<file path="src/rtl/lgn_mnist_pkg.sv">
// lgn_mnist_pkg: sizes, two-input gate truth-table encodings and the default gate-layer wiring tables.
package lgn_mnist_pkg;
   localparam int GROUPS      = 10;
   localparam int GROUP_SIZE  = 25;
   localparam int FRAME_BYTES = 32;
   localparam int GATES       = GROUPS * GROUP_SIZE;
   localparam int IMG_BITS    = FRAME_BYTES * 8;
   // Truth table bit (2a+b) holds the gate result for inputs a,b.
   localparam logic [3:0] OP_ZERO      = 4'b0000;
   localparam logic [3:0] OP_AND       = 4'b1000;
   localparam logic [3:0] OP_A_NOT_B   = 4'b0100;
   localparam logic [3:0] OP_A         = 4'b1100;
   localparam logic [3:0] OP_NOT_A_B   = 4'b0010;
   localparam logic [3:0] OP_B         = 4'b1010;
   localparam logic [3:0] OP_XOR       = 4'b0110;
   localparam logic [3:0] OP_OR        = 4'b1110;
   localparam logic [3:0] OP_NOR       = 4'b0001;
   localparam logic [3:0] OP_XNOR      = 4'b1001;
   localparam logic [3:0] OP_NOT_B     = 4'b0101;
   localparam logic [3:0] OP_A_OR_NB   = 4'b1101;
   localparam logic [3:0] OP_NOT_A     = 4'b0011;
   localparam logic [3:0] OP_NA_OR_B   = 4'b1011;
   localparam logic [3:0] OP_NAND      = 4'b0111;
   localparam logic [3:0] OP_ONE       = 4'b1111;
   typedef logic [GATES-1:0][3:0] op_tab_t;
   typedef logic [GATES-1:0][7:0] idx_tab_t;
   function automatic idx_tab_t identity_idx();
      idx_tab_t t;
      for (int j = 0; j < GATES; j++) t[j] = 8'(j);
      return t;
   endfunction
   function automatic logic gate_eval(input logic [3:0] op, input logic a, input logic b);
      return op[{a, b}];
   endfunction
   localparam op_tab_t  OP = {GATES{OP_A}};
   localparam idx_tab_t A  = identity_idx();
   localparam idx_tab_t B  = identity_idx();
endpackage

</file>
<file path="src/rtl/lgn_mnist_gate_layer.sv">
// lgn_mnist_gate_layer: combinational layer of GATES two-input gates wired from the package tables.
module lgn_mnist_gate_layer
   import lgn_mnist_pkg::*;
(
   input  logic [IMG_BITS-1:0] x,
   output logic [GATES-1:0]    y
);
   logic unused_bits;
   assign unused_bits = ^x;
   for (genvar j = 0; j < GATES; j++) begin : g_gate
      assign y[j] = gate_eval(OP[j], x[A[j]], x[B[j]]);
   end
endmodule

</file>
<file path="src/rtl/rejunity_lgn_mnist.sv">
// rejunity_lgn_mnist: streaming 16x16 binary digit classifier (byte capture, gate layer, group popcount, argmax).
// Define LGN_PIPE_EN to register the gate outputs before popcount (one extra edge of latency).
module rejunity_lgn_mnist
   import lgn_mnist_pkg::*;
(
   input  logic       clk,
   input  logic       rst_n,
   input  logic       ena,
   input  logic [7:0] ui_in,
   input  logic [7:0] uio_in,
   output logic [7:0] uo_out,
   output logic [7:0] uio_out,
   output logic [7:0] uio_oe
);
   logic [4:0] cnt;
   logic [FRAME_BYTES-1:0][7:0] img, img_nxt;
   logic [IMG_BITS-1:0] frame;
   logic done, last, upd;
   logic [GATES-1:0] gates, g;
   logic [7:0] score [GROUPS];
   logic [7:0] best_s;
   logic [3:0] best_i, cls;
   logic unused_uio;
   assign unused_uio = ^uio_in[6:0];
   assign last = ena && cnt == 5'(FRAME_BYTES - 1);
   always_comb begin
      img_nxt = img;
      img_nxt[cnt] = ui_in;
   end
   // The completing edge snapshots the buffer including the byte being written.
   always_ff @(posedge clk) begin
      if (!rst_n) begin
         cnt <= '0;
         img <= '0;
         frame <= '0;
         done <= 1'b0;
      end else begin
         done <= last;
         if (ena) begin
            cnt <= cnt + 5'd1;
            img <= img_nxt;
         end
         if (last) frame <= img_nxt;
      end
   end
   lgn_mnist_gate_layer u_gates (
      .x(frame),
      .y(gates)
   );
`ifdef LGN_PIPE_EN
   logic [GATES-1:0] g_q;
   logic done_q;
   always_ff @(posedge clk) begin
      if (!rst_n) begin
         g_q <= '0;
         done_q <= 1'b0;
      end else begin
         g_q <= gates;
         done_q <= done;
      end
   end
   assign g = g_q;
   assign upd = done_q;
`else
   assign g = gates;
   assign upd = done;
`endif
   always_comb begin
      for (int c = 0; c < GROUPS; c++) begin
         score[c] = '0;
         for (int k = 0; k < GROUP_SIZE; k++) score[c] = score[c] + 8'(g[c*GROUP_SIZE+k]);
      end
   end
   // Strict compare keeps the lowest index on ties.
   always_comb begin
      best_s = score[0];
      best_i = '0;
      for (int c = 1; c < GROUPS; c++) begin
         best_i = score[c] > best_s ? 4'(c) : best_i;
         best_s = score[c] > best_s ? score[c] : best_s;
      end
   end
   always_ff @(posedge clk) begin
      if (!rst_n) begin
         uo_out <= '0;
         cls <= '0;
      end else if (upd && !uio_in[7]) begin
         uo_out <= best_s;
         cls <= best_i;
      end
   end
   assign uio_out = {4'b0000, cls};
   assign uio_oe = 8'h0F;
endmodule

</file>
<file path="config.mk">
export PLATFORM = sky130hd
export DESIGN_NAME = rejunity_lgn_mnist
export DESIGN_NICKNAME = d
export VERILOG_FILES = /design/src/rtl/lgn_mnist_pkg.sv /design/src/rtl/lgn_mnist_gate_layer.sv /design/src/rtl/rejunity_lgn_mnist.sv
export SDC_FILE = /design/constraint.sdc
export NUM_CORES = 1
export LEC_CHECK = 0
export BUFFER_PORTS_ARGS = -buffer_cell sky130_fd_sc_hd__buf_2
export CAP_MARGIN = 15
export CORE_UTILIZATION = 55
export CTS_CLUSTER_DIAMETER = 100
export DETAILED_ROUTE_END_ITERATION = 6
export PLACE_DENSITY_LB_ADDON = 0.05
export SLEW_MARGIN = 25
export SYNTH_ARGS = -nofsm -noshare
export SYNTH_HDL_FRONTEND = slang
export SYNTH_SLANG_ARGS = --single-unit
</file>
<file path="constraint.sdc">
create_clock -name clk -period 38.4 [get_ports clk]
set_clock_uncertainty 0.15 [all_clocks]
set_input_delay 7.68 -clock clk [delete_from_list [all_inputs] [get_ports clk]]
set_output_delay 7.68 -clock clk [all_outputs]
set_load 0.01 [all_outputs]
</file>
==> impl_metrics.env, run 1 <==
export IMPL_status="finished clean"
export IMPL_synth_top_flop_cell="dfxtp_1"
export IMPL_rsz0062_at_grt="no"
export IMPL_synth_top_cells_by_count="dfxtp_1, nor2_1, mux2i_1"
export IMPL_timing_final_crit_period_ps=19370
export IMPL_synth_top_cell_area_share_pct=36.3
export IMPL_dp_cells=3660
export IMPL_cp_common_cell="ha_1"
export IMPL_drt_iter0_drc=1014
export IMPL_setup_tns_ps=0
export IMPL_port_buffers=20
export IMPL_yosys_warnings=0
export IMPL_hold_violations=0
export IMPL_switching_share_pct=22.9
export IMPL_insertion_delay_ps=610
export IMPL_antenna_cells_inserted=0
export IMPL_wire_per_inst_um=17.4
export IMPL_p_seq_share_pct=47.2
export IMPL_die_h_um=229
export IMPL_hold_class="reg -> reg"
export IMPL_cpPeakStageDelay_ps=690
export IMPL_cp_required_ps=38800
export IMPL_post_cts_resize_count=0
export IMPL_ant_nets=0
export IMPL_synth_area_leaders="dfxtp_1, fa_1, mux2i_1"
export IMPL_ys_types=59
export IMPL_power_frac_clock_pct=48.9
export IMPL_cts_sinks=515
export IMPL_grt_pass1_wl_um=109000
export IMPL_fin_total_pwr_mw=1.14
export IMPL_synth_edff_count=0
export IMPL_fmax_ghz=0.0516
export IMPL_ys_ff_latch=515
export IMPL_netlist_instances=3167
export IMPL_cts_setup_buffers=0
export IMPL_die_x_um=229
export IMPL_drtPass1Iterations=5
export IMPL_rows=82
export IMPL_synth_area_um2=28400
export IMPL_htreeDepth=2
export IMPL_yosysSeqAreaShare_pct=36.3
export IMPL_routed_via_density=5.58
export IMPL_cap_violations=0
export IMPL_track_usage_pct=25.5
export IMPL_num_io_pins=43
export IMPL_drc=0
export IMPL_grt_pass1_vias=20800
export IMPL_synthArstFlopShare_pct=0
export IMPL_clockBufferDepth=3
export IMPL_switchingPower_mw=0.260
export IMPL_report_final_slew_viol_count=0
export IMPL_criticalPathCategory="reg -> reg"
export IMPL_final_fill_count=4361
export IMPL_start_kind="flip-flop"
export IMPL_clk_pin_slew_worst_paths_ps=60
export IMPL_vdd_ir_drop_worst_mv=0.0344
export IMPL_seq_area_um2=10300
export IMPL_dieArea_um2=52600
export IMPL_yosysMostFrequentCell="dfxtp_1"
export IMPL_arrival_ps=19770
export IMPL_gr_total_overflow=0
export IMPL_syn_to_final_growth_pct=7.97
export IMPL_p_comb_share_pct=3.8
export IMPL_p_leak_nw=12.4
export IMPL_fin_crit_sh_pct=50.5
export IMPL_slew_headroom_pct=23.7
export IMPL_endpoint_kind="flip-flop"
export IMPL_path_max_fanout=14
export IMPL_synth_top_cell_by_area="dfxtp_1"
export IMPL_cts_tree="yes"
export IMPL_grt_antenna_before_repair=0
export IMPL_drt_wl_total_um=65500
export IMPL_setup_violations_final=0
export IMPL_tightest_slew_ps=1140
export IMPL_initial_core_util_pct=56.2
export IMPL_drive_above_1_share_pct=5.59
export IMPL_hpwlAfterDp_um=39500
export IMPL_ctsHoldBuffers=0
export IMPL_grt_max_degree=239
export IMPL_intPower_mw=0.877
export IMPL_place_congestion=0.890
export IMPL_cts_inserted_buffers=58
export IMPL_cpMaxStageDelayCell="o31ai_1"
export IMPL_nNetsFinal=3355
export IMPL_core_um2=50600
export IMPL_powerDensity_nw_per_um2=37.1
export IMPL_multi_input_area_um2=16000
export IMPL_avgSynthCellArea_um2=8.97
export IMPL_cts_root_buffer="clkbuf_16"
export IMPL_fin_cells=3766
export IMPL_dr_total_vias=21000
==> state kept, by name, indices dropped and copies added, names as in the netlist <==
signal  flops
cnt         5
frame     250
done        1
cls         4
img       250
uo_out      5
==> worst paths after layout <==
kind	from	slack, ps	cells past startpoint	to
max reg2reg	frame[30]	19030	75	uo_out[1]
max	frame[30]	19030	75	uo_out[1]
min	img[132]	300	2	img[132]
min reg2reg	img[132]	300	2	img[132]
==> power groups by stage <==
stage	combinational, mW	clock [mW]	sequential [mW]
2_1_floorplan	0.0296	0	0.549
3_3_place_gp	0.0423	0	0.549
3_5_place_dp	0.0433	0	0.549
4_1_cts	0.0433	0.567	0.537
5_1_grt	0.0466	0.590	0.537
6_report	0.0435	0.557	0.537
==> cell type report <==
type | count | area share, %
tap | 672 | 2.74
multi-input combinational | 2103 | 52.1
timing repair buffer | 57 | 1.41
clock inverter | 19 | 0.677
inverter | 314 | 3.87
sequential | 515 | 33.6
clock buffer | 86 | 5.57
==> metrics by stage <==
step | util [%] | cell area [um2] | worst slack, ps | hold WS, ps
floorplan | - | 28500 | 20920 | 286
global placement | 56.8 | 28700 | 19410 | 291
detailed placement | 56.8 | 28700 | 18960 | 296
CTS | 60.6 | 30600 | 18920 | 304
global route | 60.6 | 30700 | 17800 | 315
finish | 60.6 | 30700 | 19030 | 302
==> cell families after synthesis <==
group                    count (synthesis)  share of synthesized area [%]
AO/OA/AOI/OAI                          501                           12.0
other                                    2                         0.0264
AND/OR/NAND/NOR                        945                           14.1
multiplexers                           335                           11.9
buffers and inverters                  562                           7.62
flip-flops                             515                           36.3
XOR/XNOR                                20                          0.617
adder cells (fa/ha/maj)                287                           17.4
==> critical path: cells and delay by family, from the launching register on <==
family,cells,cell delay [ps]
AND/OR/NAND/NOR,15,2810
flip-flops,1,340
AO/OA/AOI/OAI,32,7600
buffers and inverters,6,670
multiplexers,6,1620
adder cells (fa/ha/maj),16,6090
==> cells in the final DEF, fill, tap and decap left out, drive strengths merged, types with 3 or more instances in the layout <==
cell	n
a211oi	202
a21o	15
a21oi	153
a221o	3
a311oi	57
a31oi	5
and2	5
and3	6
buf	57
bufinv	4
clkbuf	86
clkinv	15
conb	15
dfxtp	515
fa	180
ha	107
inv	312
mux2	7
mux2i	328
nand2	260
nand2b	11
nand3	169
nand4	15
nor2	423
nor2b	35
nor3	5
o211ai	3
o21a	12
o21ai	30
o22ai	3
o31ai	4
or2	7
xnor2	14
xor2	6
==> metal layers <==
| metal | vias to the layer above | track usage (%) | share of wire (%) |
|---|---|---|---|
| met5 | - | 0 | 0 |
| met1 | 10300 | 34.8 | 47 |
| li1 | 10300 | - | - |
| met4 | 0 | 7.50 | 2.5 |
| met2 | 298 | 42.5 | 47 |
| met3 | 108 | 2.88 | 3.3 |
Note: power is estimated with default switching activity, not from simulation.
==> run 2, diff against run 1 <==
==> constraint.sdc (replaced) <==
create_clock -name clk -period 19.6 [get_ports clk]
set_clock_uncertainty 0.15 [all_clocks]
set_input_delay 3.92 -clock clk [delete_from_list [all_inputs] [get_ports clk]]
set_output_delay 3.92 -clock clk [all_outputs]
set_load 0.01 [all_outputs]
==> run 2 against run 1 <==
Effect of this change: die area did not move; power grew 100%; cell count hardly changed; first-iteration DRC count is 0.30% lower; sequential power up 96%; flip-flop and latch count unchanged; via count shrank 0.69%; fmax grew 5.2%; critical path type unchanged.
==> impl_metrics.env, run 2 (synthesis gave the netlist of run 1 again) <==
export IMPL_status="finished clean"
export IMPL_endpoint_kind="flip-flop"
export IMPL_cpMaxStageDelayCell="fa_1"
export IMPL_tightest_slew_ps=1240
export IMPL_nNetsFinal=3354
export IMPL_cp_required_ps=20000
export IMPL_cts_sinks=515
export IMPL_cts_root_buffer="clkbuf_16"
export IMPL_timing_final_crit_period_ps=18410
export IMPL_cpPeakStageDelay_ps=590
export IMPL_switchingPower_mw=0.508
export IMPL_gr_total_overflow=0
export IMPL_grt_pass1_wl_um=108000
export IMPL_dp_cells=3663
export IMPL_rsz0062_at_grt="no"
export IMPL_fin_crit_sh_pct=93.9
export IMPL_largestRegisters="frame x250, img x250"
export IMPL_die_h_um=229
export IMPL_report_final_slew_viol_count=0
export IMPL_final_util_pct=60.8
export IMPL_core_um2=50600
export IMPL_syn_to_final_growth_pct=8.31
export IMPL_hold_class="reg -> reg"
export IMPL_fin_cells=3764
export IMPL_clockBufferDepth=3
export IMPL_rows=82
export IMPL_p_comb_share_pct=3.7
export IMPL_num_io_pins=43
export IMPL_final_common_cell="dfxtp_1"
export IMPL_grt_antenna_before_repair=0
export IMPL_hpwlAfterDp_um=40000
export IMPL_p_leak_nw=12.5
export IMPL_dr_total_vias=20900
export IMPL_grt_pass1_vias=20700
export IMPL_start_kind="flip-flop"
export IMPL_setup_violations_final=0
export IMPL_place_congestion=0.917
export IMPL_port_buffers=20
export IMPL_cp_common_cell="ha_1"
export IMPL_switching_share_pct=22.4
export IMPL_vdd_ir_drop_worst_mv=0.0653
export IMPL_path_max_fanout=14
export IMPL_dieArea_um2=52600
export IMPL_drt_iter0_drc=1011
export IMPL_track_usage_pct=25.2
export IMPL_fin_total_pwr_mw=2.27
export IMPL_dpl_cell_area_um2=28700
export IMPL_htreeDepth=2
export IMPL_intPower_mw=1.77
export IMPL_ant_nets=0
export IMPL_layout_common_cells="dfxtp_1, nor2_1, mux2i_1"
export IMPL_clk_pin_slew_worst_paths_ps=60
export IMPL_finalInstanceArea_um2=30800
export IMPL_initial_core_util_pct=56.2
export IMPL_criticalPathCategory="reg -> reg"
export IMPL_cts_tree="yes"
export IMPL_hold_violations=0
export IMPL_routed_via_density=5.54
export IMPL_antenna_cells_inserted=0
export IMPL_drt_wl_total_um=64900
export IMPL_insertion_delay_ps=610
export IMPL_powerDensity_nw_per_um2=73.9
export IMPL_cap_violations=0
export IMPL_wire_per_inst_um=17.2
export IMPL_p_seq_share_pct=46.3
export IMPL_slew_headroom_pct=17.2
export IMPL_drc=0
export IMPL_power_frac_clock_pct=50.0
export IMPL_cts_inserted_buffers=55
export IMPL_grt_max_degree=227
export IMPL_drive_above_1_share_pct=5.85
export IMPL_drtPass1Iterations=5
export IMPL_fmax_ghz=0.0543
export IMPL_die_x_um=229
export IMPL_arrival_ps=18810
==> run 2: layout make-up <==
| type | count | area [um2] |
|---|---|---|
| Clock buffer | 77 | 1600 |
| Clock inverter | 24 | 385 |
| Fill cell | 4382 | 19800 |
| Inverter | 314 | 1190 |
| Multi-Input combinational cell | 2103 | 16000 |
| Sequential cell | 515 | 10300 |
| Tap cell | 672 | 841 |
| Timing Repair Buffer | 59 | 432 |
==> run 2: timing repair <==
action / CTS / global route
endpoints found under the setup margin: 4 / 8
gates resized for setup: 1 / 6
hold buffers: 0 / 0
setup buffers: 0 / 0
==> run 2: critical path, delay by kind of cell, from the launching register on <==
| family | cells | cell delay [ps] |
|---|---|---|
| buffers and inverters | 6 | 700 |
| DFF | 1 | 340 |
| AOI/OAI and AO/OA | 34 | 7480 |
| muxes | 4 | 1240 |
| and+or+nand+nor | 13 | 2270 |
| adders and majority gates | 16 | 6180 |
==> run 2: final timing paths <==
kind / startpoint / to / slack (ps) / cells after the start
max: frame[25] / uo_out[2] / 1190 / 73
min: img[63] / img[63] / 300 / 2
max reg2reg: frame[25] / uo_out[2] / 1190 / 73
min reg2reg: img[63] / img[63] / 300 / 2
==> run 2: routing by layer <==
metal  GRT usage, %  vias up  routed length [um]
li1               -    10300                   -
met1           33.6    10100               29700
met2           42.9      322               31500
met3           2.91       84                2260
met4           7.90        0                1450
met5              0        -                   0
==> run 2: power groups by stage <==
stage          Combinational [mW]  Sequential, mW  Clock (mW)
5_1_grt                    0.0895            1.05        1.20
4_1_cts                    0.0844            1.05        1.16
3_3_place_gp               0.0825            1.08           0
3_5_place_dp               0.0840            1.08           0
2_1_floorplan              0.0580            1.07           0
6_report                   0.0843            1.05        1.14
==> run 2: per-stage QoR <==
stage,setup slack (ps),TNS [ps],hold slack [ps]
floorplan,2120,0,286
global placement,664,0,290
detailed placement,-39.8,-55.6,296
CTS,276,0,304
global route,173,0,317
finish,1190,0,302
==> run 3, diff against run 2 <==
==> constraint.sdc (replaced) <==
create_clock -name clk -period 19.6 [get_ports clk]
set_clock_uncertainty 0.15 [all_clocks]
set_input_delay 1.96 -clock clk [delete_from_list [all_inputs] [get_ports clk]]
set_output_delay 1.96 -clock clk [all_outputs]
set_load 0.01 [all_outputs]
==> run 3 against run 2 <==
Effect of this change: worst hold slack barely moved; sequential power barely moved; power fell by 3.9%; die area did not move; final area fell by 0.39%; register-to-register slack got worse by 20 ps; sequential share of layout area rose by 0.13 points; fmax fell by 0.13%.
==> impl_metrics.env, run 3 (synthesis gave the netlist of run 1 again) <==
export IMPL_cts_sinks=515
export IMPL_antenna_cells_inserted=0
export IMPL_largestRegisters="frame x250, img x250"
export IMPL_cts_tree="yes"
export IMPL_core_um2=50600
export IMPL_fin_cells=3768
export IMPL_gr_total_overflow=0
export IMPL_tightest_slew_ps=1040
export IMPL_crit_family="compound AO/OA/AOI/OAI gates"
export IMPL_grt_antenna_before_repair=0
export IMPL_timing_rr_end="uo_out[2]"
export IMPL_met3_usage_pct=2.81
export IMPL_hold_class="reg -> reg"
export IMPL_rsz0062_at_grt="no"
export IMPL_whs_ps=302
export IMPL_routed_via_density=5.54
export IMPL_timing_final_crit_period_ps=18430
export IMPL_drive_above_1_share_pct=5.81
export IMPL_setup_violations_final=0
export IMPL_wire_per_inst_um=17.2
export IMPL_num_io_pins=43
export IMPL_switchingPower_mw=0.507
export IMPL_clockBufferDepth=3
export IMPL_clk_pin_slew_worst_paths_ps=60
export IMPL_start_kind="flip-flop"
export IMPL_endpoint_kind="flip-flop"
export IMPL_criticalPathCategory="reg -> reg"
export IMPL_powerDensity_nw_per_um2=71.3
export IMPL_busiest_layer="met2"
export IMPL_cap_violations=0
export IMPL_rows=82
export IMPL_dr_total_vias=20900
export IMPL_grt_max_degree=242
export IMPL_report_final_slew_viol_count=0
export IMPL_cts_root_buffer="clkbuf_16"
export IMPL_grtUsageMet2_pct=41.8
export IMPL_hold_violations=0
export IMPL_slew_headroom_pct=30.8
export IMPL_arrival_ps=18820
export IMPL_drt_iter0_drc=1116
export IMPL_final_common_cell="dfxtp_1"
export IMPL_die_h_um=229
export IMPL_fin_crit_sh_pct=94.0
export IMPL_p_seq_share_pct=48.2
export IMPL_critPathLaunch="frame[25]"
export IMPL_fmax_ghz=0.0542
export IMPL_insertion_delay_ps=610
export IMPL_ff2ff_path_depth=73
export IMPL_htreeDepth=2
export IMPL_rrSetupSlack_ps=1170
export IMPL_cp_required_ps=19990
export IMPL_status="finished clean"
export IMPL_hold_start="img[16]"
export IMPL_cp_common_cell="ha_1"
export IMPL_place_congestion=0.942
export IMPL_syn_to_final_growth_pct=7.89
export IMPL_initial_core_util_pct=56.2
export IMPL_p_comb_share_pct=3.9
export IMPL_port_buffers=20
export IMPL_p_leak_nw=12.4
export IMPL_ctsHoldBuffers=0
export IMPL_intPower_mw=1.68
export IMPL_cpPeakStageDelay_ps=600
export IMPL_final_fill_count=4372
export IMPL_grt_pass1_vias=20300
export IMPL_switching_share_pct=23.2
export IMPL_endpoint="uo_out[2]"
export IMPL_dieArea_um2=52600
export IMPL_use_met1_pct=34.0
export IMPL_layout_common_cells="dfxtp_1, nor2_1, mux2i_1"
export IMPL_nNetsFinal=3357
export IMPL_hpwlAfterDp_um=39800
export IMPL_fin_total_pwr_mw=2.18
export IMPL_drc=0
export IMPL_crit_cells=73
export IMPL_die_x_um=229
export IMPL_ant_nets=0
export IMPL_grt_pass1_wl_um=107000
export IMPL_reg2reg_from="frame[25]"
export IMPL_track_usage_pct=25.0
export IMPL_dp_cells=3663
export IMPL_drtPass1Iterations=7
export IMPL_drt_wl_total_um=64900
export IMPL_crit_buf_inv=7
export IMPL_vdd_ir_drop_worst_mv=0.0616
export IMPL_power_frac_clock_pct=47.9
export IMPL_cpMaxStageDelayCell="fa_1"
export IMPL_path_max_fanout=12
export IMPL_cts_inserted_buffers=56
-- run 3: cell count changes in the layout (fill, tap and decap cells not counted), sizes merged --
| cell | previous run | this run |
|---|---|---|
| inv | 310 | 312 |
| clkinv | 18 | 16 |
| buf | 59 | 61 |
| bufinv | 10 | 2 |
| clkinvlp | 0 | 2 |
| clkbuf | 77 | 85 |
-- run 3: power groups by stage --
stage / Clock (mW) / Combinational [mW] / Sequential, mW
after floorplan: 0 / 0.0580 / 1.07
after detailed placement: 0 / 0.0843 / 1.08
after global routing: 1.11 / 0.0913 / 1.05
final: 1.05 / 0.0856 / 1.05
after global placement: 0 / 0.0827 / 1.08
after CTS: 1.07 / 0.0845 / 1.05
-- run 3: worst register-to-register path, delay by kind of cell (launching register included) --
kind	cells	cell delay [ps]
AOI/OAI and AO/OA	34	7380
adders and majority gates	16	6170
buffers and inverters	7	920
DFF	1	330
muxes	4	1270
and+or+nand+nor	12	2170
-- run 3: worst min path at each step --
stage | endpoint | slack, ps | cells after the start
2_1_floorplan | img[0] | 290 | 2
3_3_place_gp | img[158] | 290 | 2
3_5_place_dp | img[16] | 300 | 2
4_1_cts | img[16] | 300 | 2
5_1_grt | img[33] | 320 | 2
6_report | img[16] | 300 | 2
-- run 3: metal layers --
metal  share of wire, %  vias up
met1                 46    10100
li1                   -    10400
met3                3.6       84
met2                 48      346
met4                2.4        0
met5                  0        -
-- run 3: timing repair --
| action | CTS | global route |
|---|---|---|
| gates resized for setup | 1 | 7 |
| buffers inserted | 0 | 0 |
| endpoints found under the setup margin | 7 | 8 |
-- run 3: layout make-up --
class | instances | area, um2 | share of cell area, %
multi-input cells | 2103 | 16000 | 52.2
inverters | 314 | 1190 | 3.87
clock buffers | 85 | 1660 | 5.42
well taps | 672 | 841 | 2.74
flip-flops and latches | 515 | 10300 | 33.6
clock inverters | 18 | 171 | 0.559
repair buffers | 61 | 470 | 1.53
-- run 3: through the flow --
step	utilization (%)	setup WS, ps	TNS, ps	instance area (um2)
final	60.6	1170	0	30600
after global routing	60.6	2.27	0	30600
after CTS	60.4	137	0	30600
after detailed placement	56.8	-98.0	-250	28700
after global placement	56.8	599	0	28700
after floorplan	-	2120	0	28500
